$ cat src/rtl/sim_run_ctrl.sv
// sim_run_ctrl: staged reset sequencer, run-cycle budget monitor and branch-predictor event counters
module sim_run_ctrl #(
    parameter int NUM_DOMAINS  = 2,
    parameter int RESET_CYCLES = 2,
    parameter int STAGE_GAP    = 1,
    parameter int MAX_CYCLES   = 200,
    parameter int CNT_W        = 32
) (
    input  logic                   clk,
    input  logic                   reset,
    input  logic                   halt_i,
    input  logic                   retire_i,
    input  logic                   branch_i,
    input  logic                   mispredict_i,
    output logic [NUM_DOMAINS-1:0] dom_reset_o,
    output logic                   running_o,
    output logic                   done_o,
    output logic                   timeout_o,
    output logic [CNT_W-1:0]       cycle_cnt_o,
    output logic [CNT_W-1:0]       retire_cnt_o,
    output logic [CNT_W-1:0]       branch_cnt_o,
    output logic [CNT_W-1:0]       mispred_cnt_o
);

    typedef enum logic [2:0] {HOLD, SEQ, RUN, DONE, TIMEOUT} state_t;

    state_t                 state, state_n;
    logic [31:0]            phase, phase_n;
    logic [NUM_DOMAINS-1:0] dom, dom_n;
    logic [CNT_W-1:0]       cyc, cyc_n, ret, ret_n, br, br_n, mp, mp_n;

    // Next state: hold/gap timing shares one phase counter; each release shifts a zero into the domain mask from bit 0
    always_comb begin
        state_n = state;
        phase_n = phase;
        dom_n   = dom;
        cyc_n   = cyc;
        ret_n   = ret;
        br_n    = br;
        mp_n    = mp;
        case (state)
            HOLD: begin
                phase_n = phase + 32'd1;
                if (phase == 32'(RESET_CYCLES - 1)) begin
                    phase_n = '0;
                    dom_n   = dom << 1;
                    state_n = (NUM_DOMAINS == 1) ? RUN : SEQ;
                end
            end
            SEQ: begin
                phase_n = phase + 32'd1;
                if (phase == 32'(STAGE_GAP - 1)) begin
                    phase_n = '0;
                    dom_n   = dom << 1;
                    state_n = (dom_n == '0) ? RUN : SEQ;
                end
            end
            RUN: begin
                cyc_n   = cyc + CNT_W'(1);
                ret_n   = ret + CNT_W'(retire_i);
                br_n    = br + CNT_W'(branch_i);
                mp_n    = mp + CNT_W'(branch_i & mispredict_i);
                state_n = halt_i ? DONE : (cyc_n == CNT_W'(MAX_CYCLES)) ? TIMEOUT : RUN;
            end
            default: ;
        endcase
    end

    // State and counter registers; reset returns everything to the start of the release sequence
    always_ff @(posedge clk) begin
        if (reset) begin
            state <= HOLD;
            phase <= '0;
            dom   <= '1;
            cyc   <= '0;
            ret   <= '0;
            br    <= '0;
            mp    <= '0;
        end else begin
            state <= state_n;
            phase <= phase_n;
            dom   <= dom_n;
            cyc   <= cyc_n;
            ret   <= ret_n;
            br    <= br_n;
            mp    <= mp_n;
        end
    end

    assign dom_reset_o   = dom;
    assign running_o     = state == RUN;
    assign done_o        = state == DONE;
    assign timeout_o     = state == TIMEOUT;
    assign cycle_cnt_o   = cyc;
    assign retire_cnt_o  = ret;
    assign branch_cnt_o  = br;
    assign mispred_cnt_o = mp;

endmodule

$ cat config.mk
export PLATFORM = sky130hd
export DESIGN_NAME = sim_run_ctrl
export DESIGN_NICKNAME = d
export VERILOG_FILES = /design/src/rtl/sim_run_ctrl.sv
export SDC_FILE = /design/constraint.sdc
export NUM_CORES = 1
export LEC_CHECK = 0
export CAP_MARGIN = 20
export CORE_UTILIZATION = 53
export DETAILED_ROUTE_END_ITERATION = 12
export GPL_TIMING_DRIVEN = 0
export PLACE_DENSITY_LB_ADDON = 0.1
export REMOVE_ABC_BUFFERS = 1
export SLEW_MARGIN = 40
export SYNTH_ARGS = -nofsm -noshare
export SYNTH_HDL_FRONTEND = slang
export SYNTH_SLANG_ARGS = --single-unit
$ cat constraint.sdc
create_clock -name clk -period 2.9 [get_ports clk]
set_input_delay 0.58 -clock clk [delete_from_list [all_inputs] [get_ports clk]]
set_output_delay 0.58 -clock clk [all_outputs]
set_load 0.01 [all_outputs]
* Word-level counts from Yosys, hierarchy flattened
Index checks and enable logic that the tools add are counted.
Operators by class: reduce and logical (&&, ||, !) cells 7, shift operators 0, eq/ne operators 8, divide/modulo/power cells 0, order comparisons 0, bitwise gates (word level) 1, $mul 0, mux-type cells 12, $add $sub $neg 5
Operator list (number):
- 32-bit by 1-bit adder with 32-bit output | 3
- 32-bit by 1-bit adder with 32-bit output (second input constant) | 2
- 32-bit 2-to-1 mux | 2
- 32-bit case mux with 2 select lines | 1
- 32-bit by 1-bit equality test with 1-bit output (second input constant) | 1
- 32-bit by 8-bit equality test with 1-bit output (second input constant) | 1
- 32-bit zero test | 1
- 3-bit 2-to-1 mux | 4
- 3-bit case mux with 3 select lines | 1
- 3-bit by 2-bit equality test with 1-bit output (second input constant) | 2
- 2-bit 2-to-1 mux | 3
- 3-bit AND reduction | 2
- 2-bit != test (second input constant) | 2
- 2-bit case mux with 2 select lines | 1
- 3-bit by 1-bit equality test with 1-bit output (second input constant) | 1
- 3-bit equality test (second input constant) | 1
- 3-bit zero test | 1
- 3-bit nonzero test | 1
- 2-bit zero test | 1
- 2-bit nonzero test | 1
- 1-bit AND | 1
Storage, ports and cells: bits in registers 165, memories kept 0, memory bits (read-only) 0, input bits 6, output and inout port bits 133, bits in writable memories 0, latch bits 0

* Longest topological paths before layout
depth in word-level cells 5, mapped depth 10, depth with buffers taken out 9

* Worst setup path after synthesis
No wires, ideal clock.
kind flip-flop to flip-flop, start point register cyc[3] (netlist: cycle_cnt_o[3]), end point register state[2], period minus slack after synthesis 2549 ps, arrival time 2478 ps, path slack 351 ps, required time 2830 ps, cell stages (with the launch flop) 9, setup time 70 ps, cells stage by stage dfxtp_1 > buf_2 > nand4_4 > or4_1 > nor4_1 > xnor2_1 > nand4_1 > or4_1 > a21oi_1
Between the ends: cells in the longest elaborated chain, start to end 5
Ends and longest elaborated chain:
- from (decl) | RTL line 30 | logic [CNT_W-1:0] cyc, cyc_n, ret, ret_n, br, br_n, mp, mp_n;
- from (signal assigned) | RTL line 83 | cyc <= cyc_n;
- 32-bit by 1-bit adder with 32-bit output | RTL line 59 | cyc_n = cyc + CNT_W'(1);
- 32-bit by 8-bit equality test with 1-bit output | RTL line 63 | state_n = halt_i ? DONE : (cyc_n == CNT_W'(MAX_CYCLES)) ? TIMEOUT : RUN;
- 3-bit 2-to-1 mux (2 in a row) | RTL line 63
- 3-bit case mux with 3 select lines | RTL line 41 | case (state)
- to (signal assigned) | RTL line 80 | state <= state_n;
- to (decl) | RTL line 27 | state_t state, state_n;
No other way between the ends. A chain may end at the register's enable or synchronous reset.

* Worst setup path after layout
start point register cyc[9] (netlist: cycle_cnt_o[9]), end point register state[2]
The elaborated chain is that of the path after synthesis.

==> key figures <==
Run status
  • Status: finished clean

Yosys
  • Synth top area cells: dfxtp_1 (43%), xor2_1 (11%), nor2_1 (7.4%)
  • Ys Warns: 0
  • Mux cell area share after synthesis: 0.131%
  • Largest family of logic cells by synthesized area: simple AND/OR/NAND/NOR gates
  • Adder and majority cell fraction of the synthesized area: 1.63%
  • Netlist cell types: 45
  • Compound-cell area share of the yosys netlist: 6.44%
  • Post-synth EDFFs: 0
  • Sequential-to-total area share from yosys stat: 43.1%
  • Top cell type by total area after synthesis: dfxtp_1
  • Share of the synthesized area in the top cell type: 43.1%
  • Xor/xnor share of the synthesized area: 15.2%
  • Commonest cells in the synthesized netlist: dfxtp_1 (165), nor2_1 (151), xor2_1 (96)
  • Syn Inst Count: 918
  • Netlist Area Pre-Place: 7670 sq um
  • Simple-gate share of the synthesized area: 30.8%
  • Synthesized flop and latch total: 165
  • Count leader, synth: dfxtp_1
  • Asr flop ratio synth: 0%
  • Ys flop type: dfxtp_1
  • Synth Area per Inst: 8.35 sq um

Final layout
  • Final Instance Area: 9880 sq um
  • Area grow syn2layout: 28.9%
  • Antenna Diode Count: 0
  • Share of layout cells above drive strength 1: 5.41%
  • Core Util, Final: 70.6%
  • Fin nets: 1,057
  • Non-filler instance count after layout: 1,234

Timing
  • # setup viols final: 0
  • Fin. Hold Viols: 0
  • Relative slew slack: 45.4%
  • Hold slack: 0.481 ns
  • F_max: 364 MHz
  • Setup TNS: 0 ns
  • Final Max Tran Viols: 0
  • Final Cycle Share: 94.8%
  • Worst-case clock skew: 0.00720 ns
  • Fin crit period: 2.75 ns
  • Worst Tran Pin Value: 0.812 ns
  • Final WS setup: 0.152 ns

Clock tree
  • Reg clk slew, reported paths: 0.06 ns
  • Inserted Clock Buffers: 17
  • Clk Latency, worst-skew pair: 0.43 ns
  • Max Root-Sink Buffers: 2
  • CTS tree: done
  • H-tree levels: 4
  • Number of hold buffers added after cts: 0
  • CTS sink count: 165
  • Clock Tree Root: clkbuf_16

Floorplanning
  • I/O pin count: 139
  • Die height: 122 um
  • Die area: 15,000 sq um
  • Core ar.: 14,000 sq um
  • Row count: 43
  • DIE WIDTH: 122 um
  • Starting density of the core: 54.8%

GRT
  • Total GRT Usage: 23.5%
  • Initial antenna violation count: 0
  • First-pass GRT wire length: 28,100 um
  • Vias in the first global route: 5,985
  • GRT overflow: 0
  • Largest net degree at the start of global routing: 84

Critical path
  • RR Startpoint: cycle_cnt_o[9]
  • R2r endpoint: state[2]
  • Worst stage delay on the critical path: 0.62 ns
  • Critical path startpoint category: flop
  • Crit-path cells: nand4_1 -> or4_1 -> nor4_1 -> xnor2_1 -> nand4_1 -> or4_1 -> a21oi_1
  • Worst Path Required: 3.26 ns
  • Worst R2R Path Depth: 7
  • Cell family with most CP delay: simple AND/OR/NAND/NOR gates
  • Kind of critical path: reg2reg
  • Worst Path Buf+Inv: 0
  • Crit. path cell count: 7
  • CP endpoint kind: flop
  • R2R setup slack: 0.15 ns
  • CP max FO: 6
  • Slowest stage cell, crit path: or4_1
  • CP arrival: 3.11 ns

Detailed routing
  • Routed WL: 17,300 um
  • First-pass DRT Iterations: 5
  • Vias: 6,788
  • Via-per-instance ratio: 5.50
  • DRT iter0 DRCs: 309
  • Wirelength per Cell: 14.0 um
  • DRC viols: 0
  • Antenna Nets Post-Route: 0

Placed design
  • HPWL after DPL: 11,500 um
  • Placement Cell Area: 9160 sq um
  • Placed Cells: 1,199
  • Port buffer count: 138
  • GP Congestion: 0.830
  • Dpl ws: -0.617 ns

Hold path
  • Hold EP: mispred_cnt_o[0]
  • Hold depth: 2
  • Hold Path Class: reg2reg
  • Hold wc startpoint: mispred_cnt_o[0]

Power
  • P_leak: 3.39 nW
  • Pwr/cell area: 516 nW/um^2
  • Pwr Total: 5.10 mW
  • Peak VDD IR: 0.000383 V

Job
  • Max cap viols: 0
==> metal layers <==
| metal | vias up | track usage [%] | wire, um |
|---|---|---|---|
| met5 | - | 0 | 0 |
| li1 | 3432 | - | - |
| met4 | 0 | 8.08 | 204 |
| met1 | 3174 | 31.1 | 8140 |
| met2 | 165 | 37.0 | 8040 |
| met3 | 17 | 5.81 | 903 |
==> power breakdown <==
group | total, mW | internal (mW) | leakage, nW | switching, mW
combinational | 0.303 | 0.109 | 1.74 | 0.194
clock | 2.45 | 1.54 | 0.316 | 0.916
sequential | 2.34 | 2.30 | 1.33 | 0.0404
==> cell usage in the layout, fill, tap and decap left out, drive strengths merged, types with 6 or more instances in the layout <==
cell type / synthesis / routed
a21oi: 38 / 38
and2: 7 / 7
and3: 27 / 27
and4: 17 / 17
clkbuf: 31 / 21
clkdlybuf4s50: 0 / 137
dfxtp: 165 / 165
ha: 10 / 10
inv: 16 / 17
nand2: 89 / 89
nand3: 50 / 50
nand4: 48 / 48
nor2: 151 / 151
nor3: 14 / 14
nor4: 20 / 20
o21ai: 29 / 29
or3: 30 / 30
or4: 6 / 6
xnor2: 37 / 37
xor2: 96 / 96
==> cell families (layout without fill, tap and decap cells) <==
group | after synthesis | count (layout)
and+or+nand+nor | 468 | 468
DFF | 165 | 165
xor gates and xnor gates | 133 | 133
AOI/OAI and AO/OA | 87 | 87
buffers and inverters | 54 | 190
adders and majority gates | 10 | 10
muxes | 1 | 1
==> registers in the layout, indices dropped and copies added (netlist names) <==
register       count
cycle_cnt_o       32
mispred_cnt_o     32
branch_cnt_o      32
state              3
retire_cnt_o      32
dom_reset_o        2
phase             32
==> repair_timing <==
item	CTS	global route
resized for setup	7	6
cloned	0	0
setup endpoints to repair	35	18
pin swaps	0	3
buffers inserted	0	3
==> layout make-up <==
type | count | area (sq um)
multi-input cells | 699 | 4200
fillers | 1129 | 4110
flip-flops and latches | 165 | 3310
repair buffers | 142 | 1430
clock buffers | 21 | 480
well taps | 180 | 225
clock inverters | 11 | 171
inverters | 16 | 67.6
==> worst reg2reg max path, delay by kind of cell (launching register included) <==
kind	cells	cell delay [ns]
XOR/XNOR	1	0.17
flip-flops	1	0.49
AND/OR/NAND/NOR	5	1.88
AO/OA/AOI/OAI	1	0.14
==> how the worst max path moves through the flow <==
stage | startpoint | to
2_1_floorplan | state[0] | mispred_cnt_o[31]
3_3_place_gp | reset | phase[26]
3_5_place_dp | state[1] | mispred_cnt_o[25]
4_1_cts | state[1] | branch_cnt_o[30]
5_1_grt | state[0] | branch_cnt_o[27]
6_report | cycle_cnt_o[9] | state[2]
No activity file was read; power rests on OpenSTA's default activity.
